## src/rtl/seven_segment_reader.sv

```systemverilog
// rtl/seven_segment_reader.sv - captures scanned 7-segment digits back into a BCD frame
// Optional: define SEVSEG_ERRCNT_EN to add the saturating err_cnt output.
module seven_segment_reader #(
    parameter int DIGITS = 4,
    parameter int STABLE = 4
) (
    input  logic                  clk,
    input  logic                  rst,
    input  logic [7:0]            seg,
    input  logic [DIGITS-1:0]     an,
    output logic [4*DIGITS-1:0]   value,
    output logic [DIGITS-1:0]     dp,
    output logic                  valid,
`ifdef SEVSEG_ERRCNT_EN
    output logic [7:0]            err_cnt,
`endif
    output logic                  err
);

    localparam int CW = $clog2(STABLE);
    localparam logic [CW-1:0] CNT_MAX = CW'(STABLE - 1);

    logic [DIGITS-1:0]   an_q;
    logic [7:0]          seg_q;
    logic [CW-1:0]       cnt;
    logic                taken;
    logic [DIGITS-1:0]   seen;
    logic                frame_err;
    logic [4*DIGITS-1:0] slot_val;
    logic [DIGITS-1:0]   slot_dp;

    logic                changed;
    logic                capture;
    logic                complete;
    logic [3:0]          nib;
    logic                bad;
    logic [DIGITS-1:0]   seen_base;
    logic                ferr_base;

    function automatic logic one_low(input logic [DIGITS-1:0] a);
        int n;
        n = 0;
        for (int i = 0; i < DIGITS; i++) begin
            if (!a[i]) n++;
        end
        return (n == 1);
    endfunction

    always_comb begin
        nib = 4'hF;
        bad = 1'b1;
        case (seg_q[6:0])
            7'h40: begin nib = 4'd0; bad = 1'b0; end
            7'h79: begin nib = 4'd1; bad = 1'b0; end
            7'h24: begin nib = 4'd2; bad = 1'b0; end
            7'h30: begin nib = 4'd3; bad = 1'b0; end
            7'h19: begin nib = 4'd4; bad = 1'b0; end
            7'h12: begin nib = 4'd5; bad = 1'b0; end
            7'h02: begin nib = 4'd6; bad = 1'b0; end
            7'h78: begin nib = 4'd7; bad = 1'b0; end
            7'h00: begin nib = 4'd8; bad = 1'b0; end
            7'h10: begin nib = 4'd9; bad = 1'b0; end
            default: begin nib = 4'hF; bad = 1'b1; end
        endcase
    end

    // Capture looks only at registered state, so the edge after a full stable run commits.
    assign changed   = ({an, seg} != {an_q, seg_q});
    assign capture   = (cnt == CNT_MAX) && !taken && one_low(an_q);
    assign complete  = &seen;
    assign seen_base = complete ? '0 : seen;
    assign ferr_base = complete ? 1'b0 : frame_err;

    always_ff @(posedge clk) begin
        if (rst) begin
            an_q      <= '1;
            seg_q     <= 8'hFF;
            cnt       <= '0;
            taken     <= 1'b0;
            seen      <= '0;
            frame_err <= 1'b0;
            slot_val  <= '0;
            slot_dp   <= '0;
            value     <= '0;
            dp        <= '0;
            valid     <= 1'b0;
            err       <= 1'b0;
`ifdef SEVSEG_ERRCNT_EN
            err_cnt   <= 8'd0;
`endif
        end else begin
            an_q  <= an;
            seg_q <= seg;

            if (changed) begin
                cnt   <= '0;
                taken <= 1'b0;
            end else begin
                if (cnt != CNT_MAX) cnt <= cnt + 1'b1;
                if (capture) taken <= 1'b1;
            end

            valid <= complete;
            if (complete) begin
                value <= slot_val;
                dp    <= slot_dp;
                err   <= frame_err;
            end
`ifdef SEVSEG_ERRCNT_EN
            if (complete && frame_err && (err_cnt != 8'hFF)) err_cnt <= err_cnt + 8'd1;
`endif

            // A capture on the completion edge belongs to the next frame.
            if (capture) begin
                for (int i = 0; i < DIGITS; i++) begin
                    if (!an_q[i]) begin
                        slot_val[4*i +: 4] <= nib;
                        slot_dp[i]         <= ~seg_q[7];
                    end
                end
                seen      <= seen_base | ~an_q;
                frame_err <= ferr_base | bad;
            end else begin
                seen      <= seen_base;
                frame_err <= ferr_base;
            end
        end
    end

endmodule

```

## config.mk

```make
export PLATFORM = sky130hd
export DESIGN_NAME = seven_segment_reader
export DESIGN_NICKNAME = d
export VERILOG_FILES = /design/src/rtl/seven_segment_reader.sv
export SDC_FILE = /design/constraint.sdc
export NUM_CORES = 1
export LEC_CHECK = 0
export BUFFER_PORTS_ARGS = -buffer_cell sky130_fd_sc_hd__buf_2
export CORE_MARGIN = 1.5
export CORE_UTILIZATION = 30
export CTS_CLUSTER_DIAMETER = 40
export DETAILED_ROUTE_END_ITERATION = 8
export HOLD_SLACK_MARGIN = 0.15
export MAX_ROUTING_LAYER = met4
export RECOVER_POWER = 100
export SETUP_SLACK_MARGIN = 0.05
export SLEW_MARGIN = 40
export SYNTH_ARGS = -nofsm -noshare
export SYNTH_HDL_FRONTEND = slang
export SYNTH_SLANG_ARGS = --single-unit
```

## constraint.sdc

```tcl
create_clock -name clk -period 4.1 [get_ports clk]
set_clock_uncertainty 0.2 [all_clocks]
set_input_delay 0 -clock clk [delete_from_list [all_inputs] [get_ports clk]]
set_output_delay 0 -clock clk [all_outputs]
set_load 0.02 [all_outputs]
```

==> out/results.txt, run 1 <==
By area, the combinational part of the netlist is dominated by simple AND/OR/NAND/NOR gates. After layout, the design draws a total of 1.20 mW. The logs give 464 for the non-filler instance count after layout and 0 for the initial antenna violation count. The weighted congestion at the end of routability-driven global placement is 0.874.

Setup repair after global routing left no endpoint under its margin. The count of state elements after synthesis works out to 62. The final reports fail on capacitance limit, slew limit.

The critical path goes through inv_1 -> ha_1 -> xnor2_1 -> ha_1 -> nand2b_1 -> xnor2_1 -> o2111a_1 -> a21oi_1 -> a211oi_1. The launch point of the worst reg-to-reg path was an_q[1]$_SDFF_PP1_. In this run the count of I/O pins placed on the die edge is 36.

The start point of the worst min-delay path was an[2]. The post-synthesis simple-gate area fraction works out to 22.0%. Grouping stages by cell kind, the critical path spends the most delay in compound AO/OA/AOI/OAI gates. The logs give 34 for the placement row count and 2,274 for the total via count after detailed routing. The largest individual stage delay along the critical path comes from the cell sky130_fd_sc_hd__o2111a_1.

Data arrives at the worst endpoint at 3.22 ns. Setup violations remaining at the end of the flow were counted as 0. The run gives 0 as the number of hold violations in the final report. The routed length per instance works out to 12.7 microns. The total clock sinks came out at 62. The number of nets in the final layout came out at 371.

The flow ran to the end, but the final reports show violations. TritonCTS built the clock tree. The vias per cell was 4.90; the largest fanout on the critical path was 20. The tools report the starting density of the core as 30.7%.

The detailed router used layers up to and including met4. Maximum clock path buffer count: 2. The die covers 9440 sq um.

The biggest cell delay along the critical path was 0.70 ns. Summed over all layers, the routed wires come to 5890 microns. The sequential area share after synthesis came out at 46.6%. Summed over all nets, wire length on met2 after detailed routing comes to 2810 microns.

For this run, design rule violations remaining after detail routing come to 0. The tools report the smallest setup slack after layout as 0.896 ns. Port buffering added 35 buffers. The die is 97.2 microns tall. The post-synthesis async set-or-reset flop share was 0%. In this run the clock root is driven by a sky130_fd_sc_hd__clkbuf_8. In this run, synthesis inferred 0 flip-flops with an integrated enable. The worst register-to-register path has a setup slack of 0.90 ns. The total half-perimeter wirelength after legalization and detailed placement was 4020 microns; the power density relative to cell area was 366 nW/um^2. In the final timing run, aggregate negative setup slack is 0 ns. Counting the fill cells in the layout gives 917. The synthesized netlist devotes 18.4% of its cell area to compound gates.

Detailed routing placed a total of 275 microns of wire on met3. The clock transition at the registers of the reported paths works out to 0.07 ns. At the later pin of the worst-skew pair, clock insertion delay measures 0.34 ns. The number of antenna diodes in the final layout is 0. The pre-antenna-repair detailed-routing pass consisted of 4 iterations. For the worst setup path, the data required time is 4.11 ns. In this run the worst setup path begins at an_q[1]$_SDFF_PP1_. For the core region area, the log shows 8680 sq um. The routed design could run at a clock period as short as 3.20 ns.

The tools report the synthesized net count as 320. The maximum number of pins on one net before global-route repair was 61. Final hold analysis gives a worst-case slack of 0.226 ns. Global routing consumed, over all layers together, 13.6% of the routing resources. At the pin with the least slew margin, the transition time is 2.54 ns.

Kind of capture point of the worst setup path: a flip-flop. For the final cell utilization of the core, the log shows 37.7%. In this run the cell area measured after placement is 2890 sq um.

The die boundary width is 97.2 microns. The number of placed cells counting well taps came out at 426. The logs give 9 for the number of buffers created by CTS and 1.11 nW for the leakage dissipation. Measured against the total synthesized area, the mux share comes to 0.752%. After synthesis, the netlist uses 46 different library cells.

The number of setup buffers added after CTS is 0. The synthesized netlist devotes 1.88% of its cell area to adder and majority cells. The worst-case vdd ir drop is 0.196 mV. After Yosys synthesis, XOR and XNOR cells account for 5.59% of the synthesized area.

The global-route congestion overflow total was 0; the via count of the first global-routing pass was 2,150. In this run the remaining antenna-violating nets after routing total 0. The path class of the lowest-slack min-delay path is input port to flip-flop. For the worst slack after detailed placement, the log shows 0.990 ns. The run gives 3 as the depth of the CTS H-tree.

With fillers left out, the area of the finished cells amounts to 3270 sq um. The most used flip-flop cell after synthesis is sky130_fd_sc_hd__dfxtp_1. Based on the critical path, the design can be clocked at up to 312 MHz. The run gives 1 as the number of violations of the max-capacitance limit. Dividing the synthesized area by the synthesized cell count gives 8.81 sq um. Of the available clock period, the critical path in the final layout requires 78.2%. Headroom to the max-slew limit came out at -69.0%.

The tools report the startpoint type of the worst setup path as a flip-flop. The mapped netlist covers 2660 sq um. The first global-routing pass estimated 10,200 microns of wire.

The run gives 302 as the synthesized instance count. The critical path is of the flip-flop to flip-flop type. The detailed router's first-iteration violation count was 127. From synthesis to final layout, the design area changed by 22.8%. The fraction of final layout cells sized beyond drive strength 1 came out at 14.3%. During synthesis, Yosys emitted a total of 0 warnings.

The total count of max-transition violations in the final report came out at 61. The tools report the met1 wire length as 2760 microns. The number of buffer and inverter instances along the worst setup path works out to 1.
-- metal layers --
| layer | vias up | track usage (%) |
|---|---|---|
| met1 | 1069 | 16.9 |
| met5 | - | - |
| met4 | 0 | 3.90 |
| li1 | 1147 | - |
| met2 | 53 | 21.2 |
| met3 | 5 | 4.32 |
-- timing repair --
action	CTS	global route
hold endpoints to repair	62	0
gates resized for setup	0	0
hold buffers	24	0
setup endpoints to repair	0	0
-- registers in the layout, indices dropped and copies added, names as in the netlist --
signal / count
slot_val: 16
value: 16
seg_q: 8
an_q: 4
dp: 4
seen: 4
slot_dp: 4
cnt: 2
err: 1
frame_err: 1
taken: 1
valid: 1
-- cells in the final DEF (no fill, tap or decap), drive strengths merged, types with 2 or more instances in the layout --
cell type,instances
a211oi,13
a21oi,48
a31oi,2
and4b,2
buf,14
clkbuf,32
clkinv,3
dfxtp,62
dlygate4sd3,24
ha,4
inv,5
mux2i,2
nand2,50
nand2b,4
nand3,4
nand3b,3
nand4,7
nor2,17
nor3,3
o21ai,6
or2,13
or3,2
or3b,2
or4,2
xnor2,10
xor2,7
-- logic make-up (layout without fill, tap and decap cells) --
kind of cell | count (synthesis) | after routing
xor+xnor | 17 | 17
fa+ha+maj | 4 | 4
flops | 62 | 62
mux | 2 | 2
compound gates | 76 | 76
buf+inv | 26 | 80
simple gates | 115 | 115
-- cell usage after synthesis (all sizes together) (3+ instances only) --
master	number	area, sq um
buf	10	65.1
xor2	7	61.3
clkbuf	11	41.3
a21oi	48	255
nor2	17	63.8
ha	4	50.1
xnor2	10	87.6
dfxtp	62	1240
nand2	50	188
o21ai	6	30.0
inv	5	18.8
nand2b	4	25.0
nand3b	3	22.5
nand4	7	43.8
or2	13	81.3
nor3	3	20.0
nand3	4	20.0
a211oi	13	118
-- cell type report --
| cell class | count | area (sq um) | share of cell area (%) |
|---|---|---|---|
| timing repair buffer | 61 | 405 | 12.4 |
| clock buffer | 9 | 124 | 3.79 |
| inverter | 5 | 18.8 | 0.574 |
| tap | 108 | 135 | 4.13 |
| sequential | 62 | 1240 | 38.0 |
| clock inverter | 5 | 52.6 | 1.61 |
| multi-input combinational | 214 | 1290 | 39.5 |
-- tightest hold or removal path, cell delays in order --
cell,delay (ns)
sky130_fd_sc_hd__dlygate4sd3_1,0.52
sky130_fd_sc_hd__buf_2,0.11
sky130_fd_sc_hd__or2_2,0.10
-- path summary, 6_finish.rpt --
kind,endpoint,cells past startpoint
setup reg to reg,slot_dp[1]$_SDFFE_PP0P_,9
hold / removal,an_q[2]$_SDFF_PP1_,3
setup / recovery,slot_dp[1]$_SDFFE_PP0P_,9
hold reg to reg,value[1]$_SDFFE_PP0P_,2
-- where the power goes --
part	switching (mW)	internal [mW]	total (mW)
clock network	0.226	0.270	0.496
registers	0.0147	0.609	0.623
logic	0.0358	0.0414	0.0772
total	0.276	0.920	1.20
No activity file was read; power rests on OpenSTA's default activity.
==> inputs of run 2 (changes only) <==
==> constraint.sdc (replaced) <==
create_clock -name clk -period 2.9 [get_ports clk]
set_clock_uncertainty 0.2 [all_clocks]
set_input_delay 0 -clock clk [delete_from_list [all_inputs] [get_ports clk]]
set_output_delay 0 -clock clk [all_outputs]
set_load 0.02 [all_outputs]
==> run 2 against run 1 <==
Flip-flop and latch count unchanged. Sequential power increased by 41%. Power increased by 52%. The run now ends clean. Maximum frequency increased by 21%. Worst setup slack got worse by 0.65 ns.
==> out/results.txt, run 2 (same netlist as run 1, synthesis figures left out) <==
The area overhead of the layout relative to synthesis was 26.2%; the post-detailed-route DRC marker count was 0 (unchanged). For the weighted congestion at the end of routability-driven global placement, the log shows 0.833 (-4.7%). The tools report the startpoint type of the worst setup path as a flip-flop.

The logs give 0 (unchanged) for the remaining antenna violation count and 10,400 microns (+2.1%) for the global-route wire length before repair. The tools report the number of hold violations in the final report as 0 (unchanged). The routed length per instance was 12.6 microns (-0.63%); the total via count after detailed routing was 2,248 (-1.1%). The tools report the worst path required time as 2.88 ns (-1.23 ns). The first-pass iteration count of the detailed router is 6 (+2), and the number of nets in the final layout is 378 (+1.9%). The clock transition at the registers of the reported paths is 0.06 ns (about the same), and the wire length after detailed routing is 5960 microns (+1.1%).

The placement row count came out at 34 (unchanged). The run gives 0 (-1) as the number of violations of the max-capacitance limit. For the final design area excluding fillers, the log shows 3360 sq um (+2.8%). The tightest min-delay check is of the flip-flop to flip-flop type. In the layout the commonest cells are 61 x sky130_fd_sc_hd__dfxtp_1, 50 x sky130_fd_sc_hd__nand2_1, 46 x sky130_fd_sc_hd__a21oi_1. The tools report the peak clock frequency supported by timing as 377 MHz (+21%). The minimum clock period is 2.65 ns (-0.552 ns), and the largest fanout on the critical path is 10 (-50%). The die boundary width was 97.2 microns (unchanged). The aggregate global-route resource usage is 14.2% (+0.59 points), and the relative contribution of the clock network to total power is 45.3% (+3.9 points). The logs give 0.393 mW (+42%) for the net switching power of the design and 48.2% (-3.9 points) for the share of total power in sequential cells. By startpoint and endpoint, the worst setup path is classified as flip-flop to flip-flop. The run finished with clean final reports.

The leakage dissipation came out at 1.16 nW (+4.7%). The y dimension of the die works out to 97.2 microns (unchanged). The endpoint arrival time on the critical path is 2.63 ns (-0.59 ns). The total half-perimeter wirelength after legalization and detailed placement came out at 4030 microns (+0.20%). The most common cell after layout, fill and taps aside was sky130_fd_sc_hd__dfxtp_1. Setup repair after global routing left no endpoint under its margin. Maximum number of pins on one net before global-route repair: 61 (unchanged). The run gives 0 (unchanged) as the final antenna diode count. For the core region area, the log shows 8680 sq um (unchanged). The depth of the CTS H-tree came out at 3 (unchanged). The run gives 1.43 mW (+55%) as the internal power.

The die outline area is 9440 sq um (unchanged), and the post-CTS repair timing setup buffer count is 0 (unchanged). The vias per cell is 4.76 (-2.8%). The setup TNS was 0 ns (unchanged); the net switching fraction of the power was 21.6% (-1.5 points).

Fraction of final layout cells sized beyond drive strength 1: 15.9% (+1.6 points). The tools report the non-filler instance count after layout as 472 (+1.7%). For the via count of the first global-routing pass, the log shows 2,158 (+0.37%). In this run the clock root is driven by a sky130_fd_sc_hd__clkbuf_8. The worst slew margin relative to its limit came out at 24.1% (+93 points). The number of buffers created by CTS came out at 9 (unchanged). The measured slew at the worst slew-check pin is 1.14 ns (-1.40 ns).

The setup violation total in the final timing report came out at 0 (unchanged). The clock latency on the worst-skew pair came out at 0.34 ns (about the same). The logs give 0 (-100%) for the total count of max-transition violations in the final report and 62 (unchanged) for the total clock sinks. The part of the power in combinational logic was 6.5% (about the same). The final-layout worst hold slack is 0.246 ns (+0.0193 ns). For the detailed router's first-iteration violation count, the log shows 114 (-10%). The number of placed cells counting well taps is 432 (+1.4%), and the post-place instance area is 2930 sq um (+1.4%).

The maximum clock path buffer count is 2 (unchanged). The kind of capture point of the worst setup path is a flip-flop. The tools report the starting density of the core as 30.7% (unchanged). The number of input and output port buffers inserted works out to 35 (unchanged).

TritonCTS built the clock tree. For the global-route congestion overflow total, the log shows 0 (unchanged). The worst-case vdd ir drop is 0.265 mV (+35%). The power density relative to cell area is 542 nW/um^2 (+48%). The largest registers in the layout are slot_val (16), value (16), seg_q (8). The I/O pin count is 36 (unchanged), and the initial antenna violation count is 0 (unchanged).

The total power consumption of the routed design was 1.82 mW (+52%). The part of the cycle the worst path needs was 91.5% (+13 points).
## run 2: cell count changes in the layout (fill, tap and decap cells not counted), sizes merged
| cell | delta |
|---|---|
| buf | +3 |
| clkbuf | +6 |
| clkinv | -2 |
| bufinv | +1 |
| dlygate4sd3 | +1 |
| clkinvlp | -1 |
## run 2: path summary, 6_finish.rpt
kind / slack (ns) / to / start / cells after the start
setup / recovery: 0.25 / slot_val[13]$_SDFFE_PP0P_ / an_q[0]$_SDFF_PP1_ / 9
hold / removal: 0.25 / value[1]$_SDFFE_PP0P_ / slot_val[1]$_SDFFE_PP0P_ / 2
setup reg to reg: 0.25 / slot_val[13]$_SDFFE_PP0P_ / an_q[0]$_SDFF_PP1_ / 9
hold reg to reg: 0.25 / value[1]$_SDFFE_PP0P_ / slot_val[1]$_SDFFE_PP0P_ / 2
## run 2: area by class of cell
| class | count | area, sq um |
|---|---|---|
| Fill cell | 906 | 5320 |
| Multi-Input combinational cell | 214 | 1300 |
| Sequential cell | 62 | 1240 |
| Timing Repair Buffer | 68 | 449 |
| Clock buffer | 12 | 145 |
| Tap cell | 108 | 135 |
| Clock inverter | 3 | 68.8 |
| Inverter | 5 | 18.8 |
## run 2: power by group through the flow
stage	sequential (mW)	clock (mW)	combinational, mW
after global placement	0.897	0	0.0896
after global routing	0.881	0.884	0.133
final	0.879	0.825	0.118
after floorplan	0.885	0	0.0769
after detailed placement	0.898	0	0.0903
after CTS	0.878	0.850	0.116
## run 2: metal layers
metal,up-vias,GRT usage (%),share of wire (%)
met3,7,5.76,4.1
met4,0,3.68,1.0
met2,47,22.4,47
li1,1174,-,-
met1,1020,16.8,47
met5,-,-,0
## run 2: worst max-delay path, stage by stage (launching register included)
cell                       delay (ns)
sky130_fd_sc_hd__dfxtp_2         0.38
sky130_fd_sc_hd__inv_1           0.13
sky130_fd_sc_hd__ha_1            0.38
sky130_fd_sc_hd__xnor2_2         0.16
sky130_fd_sc_hd__ha_1            0.29
sky130_fd_sc_hd__nor2_1          0.21
sky130_fd_sc_hd__and4b_1         0.23
sky130_fd_sc_hd__clkbuf_2        0.23
sky130_fd_sc_hd__mux2i_1         0.22
sky130_fd_sc_hd__nor2_1          0.06
## run 2: repair_timing
action / 4_1_cts / 5_1_grt
endpoints found under the setup margin: 0 / 19
hold buffers: 25 / 0
gates resized for setup: 0 / 2
endpoints found under the hold margin: 62 / 0
## run 2: through the flow
step	utilization (%)	setup WS, ns
finish	38.7	0.247
global route	38.7	0.0381
CTS	39.1	0.119
detailed placement	33.7	0.164
global placement	33.7	0.279
floorplan	-	0.485
==> inputs of run 3 (changes only) <==
--- a/config.mk
+++ b/config.mk
@@ -6,7 +6,6 @@
 export NUM_CORES = 1
 export LEC_CHECK = 0
 export BUFFER_PORTS_ARGS = -buffer_cell sky130_fd_sc_hd__buf_2
-export CORE_MARGIN = 1.5
 export CORE_UTILIZATION = 30
 export CTS_CLUSTER_DIAMETER = 40
 export DETAILED_ROUTE_END_ITERATION = 8
==> run 3 against run 2 <==
Worst setup slack worse by 0.010 ns. Non-clock buffer count is 3 lower. Power is 2.2% higher. Flip-flop and latch count stayed put. Die area is 2.0% lower. Final cell count is 1.1% lower. Critical path type unchanged. Largest cell class unchanged.
==> out/results.txt, run 3 (same netlist as run 1, synthesis figures left out) <==
The tools report the total count of max-transition violations in the final report as 0 (unchanged). The part of the cycle the worst path needs is 91.8% (+0.35 points). The power density relative to cell area was 553 nW/um^2 (+2.0%). The total power consumption of the routed design was 1.86 mW (+2.2%). The logs give 0.298 mV (+12%) for the worst-case vdd ir drop and 62 (unchanged) for the total clock sinks. The logs give 0 ns (unchanged) for the setup TNS and 3370 sq um (+0.26%) for the final design area excluding fillers.

The maximum number of pins on one net before global-route repair was 61 (unchanged). The die boundary width works out to 96.2 microns (-1.0%). The final antenna diode count was 0 (unchanged); the non-filler instance count after layout was 467 (-1.1%).

The logs give 31.8% (+1.1 points) for the starting density of the core and 40.2% (+1.5 points) for the final cell utilization of the core. The depth of the CTS H-tree came out at 3 (unchanged). For the leakage dissipation, the log shows 1.16 nW (about the same).

The post-detailed-route DRC marker count was 0 (unchanged). The top cell types in the final layout, fill and taps aside, are 61 x sky130_fd_sc_hd__dfxtp_1, 50 x sky130_fd_sc_hd__nand2_1, 46 x sky130_fd_sc_hd__a21oi_1. The tools report the worst slack after detailed placement as 0.128 ns (-0.0357 ns). Post-CTS repair timing setup buffer count: 0 (unchanged). The logs give 9250 sq um (-2.0%) for the die outline area and 0 (unchanged) for the global-route congestion overflow total.

For the weighted congestion at the end of routability-driven global placement, the log shows 0.829 (-0.48%). The cell chosen for the clock root is sky130_fd_sc_hd__clkbuf_8. The smallest setup slack after layout was 0.237 ns (-0.0103 ns). The measured slew at the worst slew-check pin is 1.16 ns (+0.0241 ns). The clock latency on the worst-skew pair was 0.34 ns (about the same); the worst slew margin relative to its limit was 22.5% (-1.6 points). The wire length after detailed routing was 6100 microns (+2.4%). The run gives 375 (-0.79%) as the number of nets in the final layout. The first-pass iteration count of the detailed router was 4 (-2); the area overhead of the layout relative to synthesis was 26.5%.

The run gives 33 (-2.9%) as the placement row count. The tools report the startpoint type of the worst setup path as a flip-flop. The tools report the I/O pin count as 36 (unchanged).

The via count of the first global-routing pass came out at 2,139 (-0.88%). The number of input and output port buffers inserted was 35 (unchanged); the post-place instance area was 2910 sq um (-0.47%). The maximum clock path buffer count was 2 (unchanged). Setup violation total in the final timing report: 0 (unchanged). The vias per cell is 4.91 (+3.1%).

The initial antenna violation count came out at 0 (unchanged). The detailed router's first-iteration violation count is 124 (+8.8%), and the total via count after detailed routing is 2,294 (+2.0%). STA classifies the critical path endpoint as a flip-flop. The number of buffers created by CTS came out at 9 (unchanged). Global-route wire length before repair: 10,100 microns (-2.7%). In the final layout, the registers with the most flip-flops are slot_val (16), value (16), seg_q (8). The flow ran to the end, and the final reports show no timing, DRC or antenna violations.

For the endpoint arrival time on the critical path, the log shows 2.63 ns (about the same). The logs give 0 (unchanged) for the remaining antenna violation count and 376 MHz (-0.39%) for the peak clock frequency supported by timing. TritonCTS built the clock tree. The fraction of final layout cells sized beyond drive strength 1 came out at 16.0% (+0.088 points). The logs give 2.87 ns (about the same) for the worst path required time and 426 (-1.4%) for the number of placed cells counting well taps. The minimum clock period was 2.66 ns (+0.0103 ns); the y dimension of the die was 96.2 microns (-1.0%). Setup repair after global routing left no endpoint under its margin.

Final-layout worst hold slack: 0.251 ns (+0.00499 ns). The aggregate global-route resource usage is 14.9% (+0.76 points), and the total half-perimeter wirelength after legalization and detailed placement is 4020 microns (-0.17%). The kind of critical path is flip-flop to flip-flop. The number of hold violations in the final report came out at 0 (unchanged).

The path class of the tightest hold or removal check is flip-flop to flip-flop. The library cell used most frequently in the layout, excluding fill and tap cells, is sky130_fd_sc_hd__dfxtp_1. The routed length per instance works out to 13.1 microns (+3.5%). The clock transition at the registers of the reported paths is 0.07 ns (about the same), and the number of violations of the max-capacitance limit is 0 (unchanged).

The largest fanout on the critical path came out at 9 (-1). For the core region area, the log shows 8380 sq um (-3.4%).
-- run 3: final cells by class --
class	count	area [sq um]
Clock buffer	11	151
Clock inverter	5	81.3
Sequential cell	62	1240
Tap cell	105	131
Fill cell	862	5010
Timing Repair Buffer	65	444
Multi-Input combinational cell	214	1300
Inverter	5	18.8
-- run 3: metal layers --
layer  share of wire [%]  vias up  global-route usage (%)
li1                    -     1160                       -
met1                  47     1074                    17.7
met2                  47       47                    23.5
met3                 4.1       13                    3.79
met4                 2.1        0                    7.21
met5                   0        -                       -
-- run 3: final timing paths --
path                            startpoint  slack [ns]                 endpoint  cells after the start
setup / recovery        an_q[0]$_SDFF_PP1_        0.24  slot_dp[0]$_SDFFE_PP0P_                      9
setup reg to reg        an_q[0]$_SDFF_PP1_        0.24  slot_dp[0]$_SDFFE_PP0P_                      9
hold reg to reg   slot_val[3]$_SDFFE_PP0P_        0.25    value[3]$_SDFFE_PP0P_                      2
hold / removal    slot_val[3]$_SDFFE_PP0P_        0.25    value[3]$_SDFFE_PP0P_                      2
-- run 3: worst max-delay path: stages (launching register included) --
cell                        delay [ns]
sky130_fd_sc_hd__dfxtp_2          0.40
sky130_fd_sc_hd__inv_1            0.14
sky130_fd_sc_hd__ha_1             0.39
sky130_fd_sc_hd__xnor2_2          0.18
sky130_fd_sc_hd__ha_1             0.22
sky130_fd_sc_hd__nand2b_1         0.10
sky130_fd_sc_hd__xnor2_2          0.20
sky130_fd_sc_hd__o2111ai_2        0.26
sky130_fd_sc_hd__nor2_1           0.28
sky130_fd_sc_hd__a211oi_1         0.12
-- run 3: report_power, final --
| group | switching, mW | internal (mW) |
|---|---|---|
| Clock | 0.334 | 0.530 |
| Sequential | 0.0185 | 0.860 |
| Combinational | 0.0558 | 0.0637 |
| Total | 0.408 | 1.45 |
-- run 3: timing repair --
item	in CTS	in global routing
endpoints found under the hold margin	62	0
hold buffers	25	0
gates resized for setup	0	4
endpoints found under the setup margin	0	26
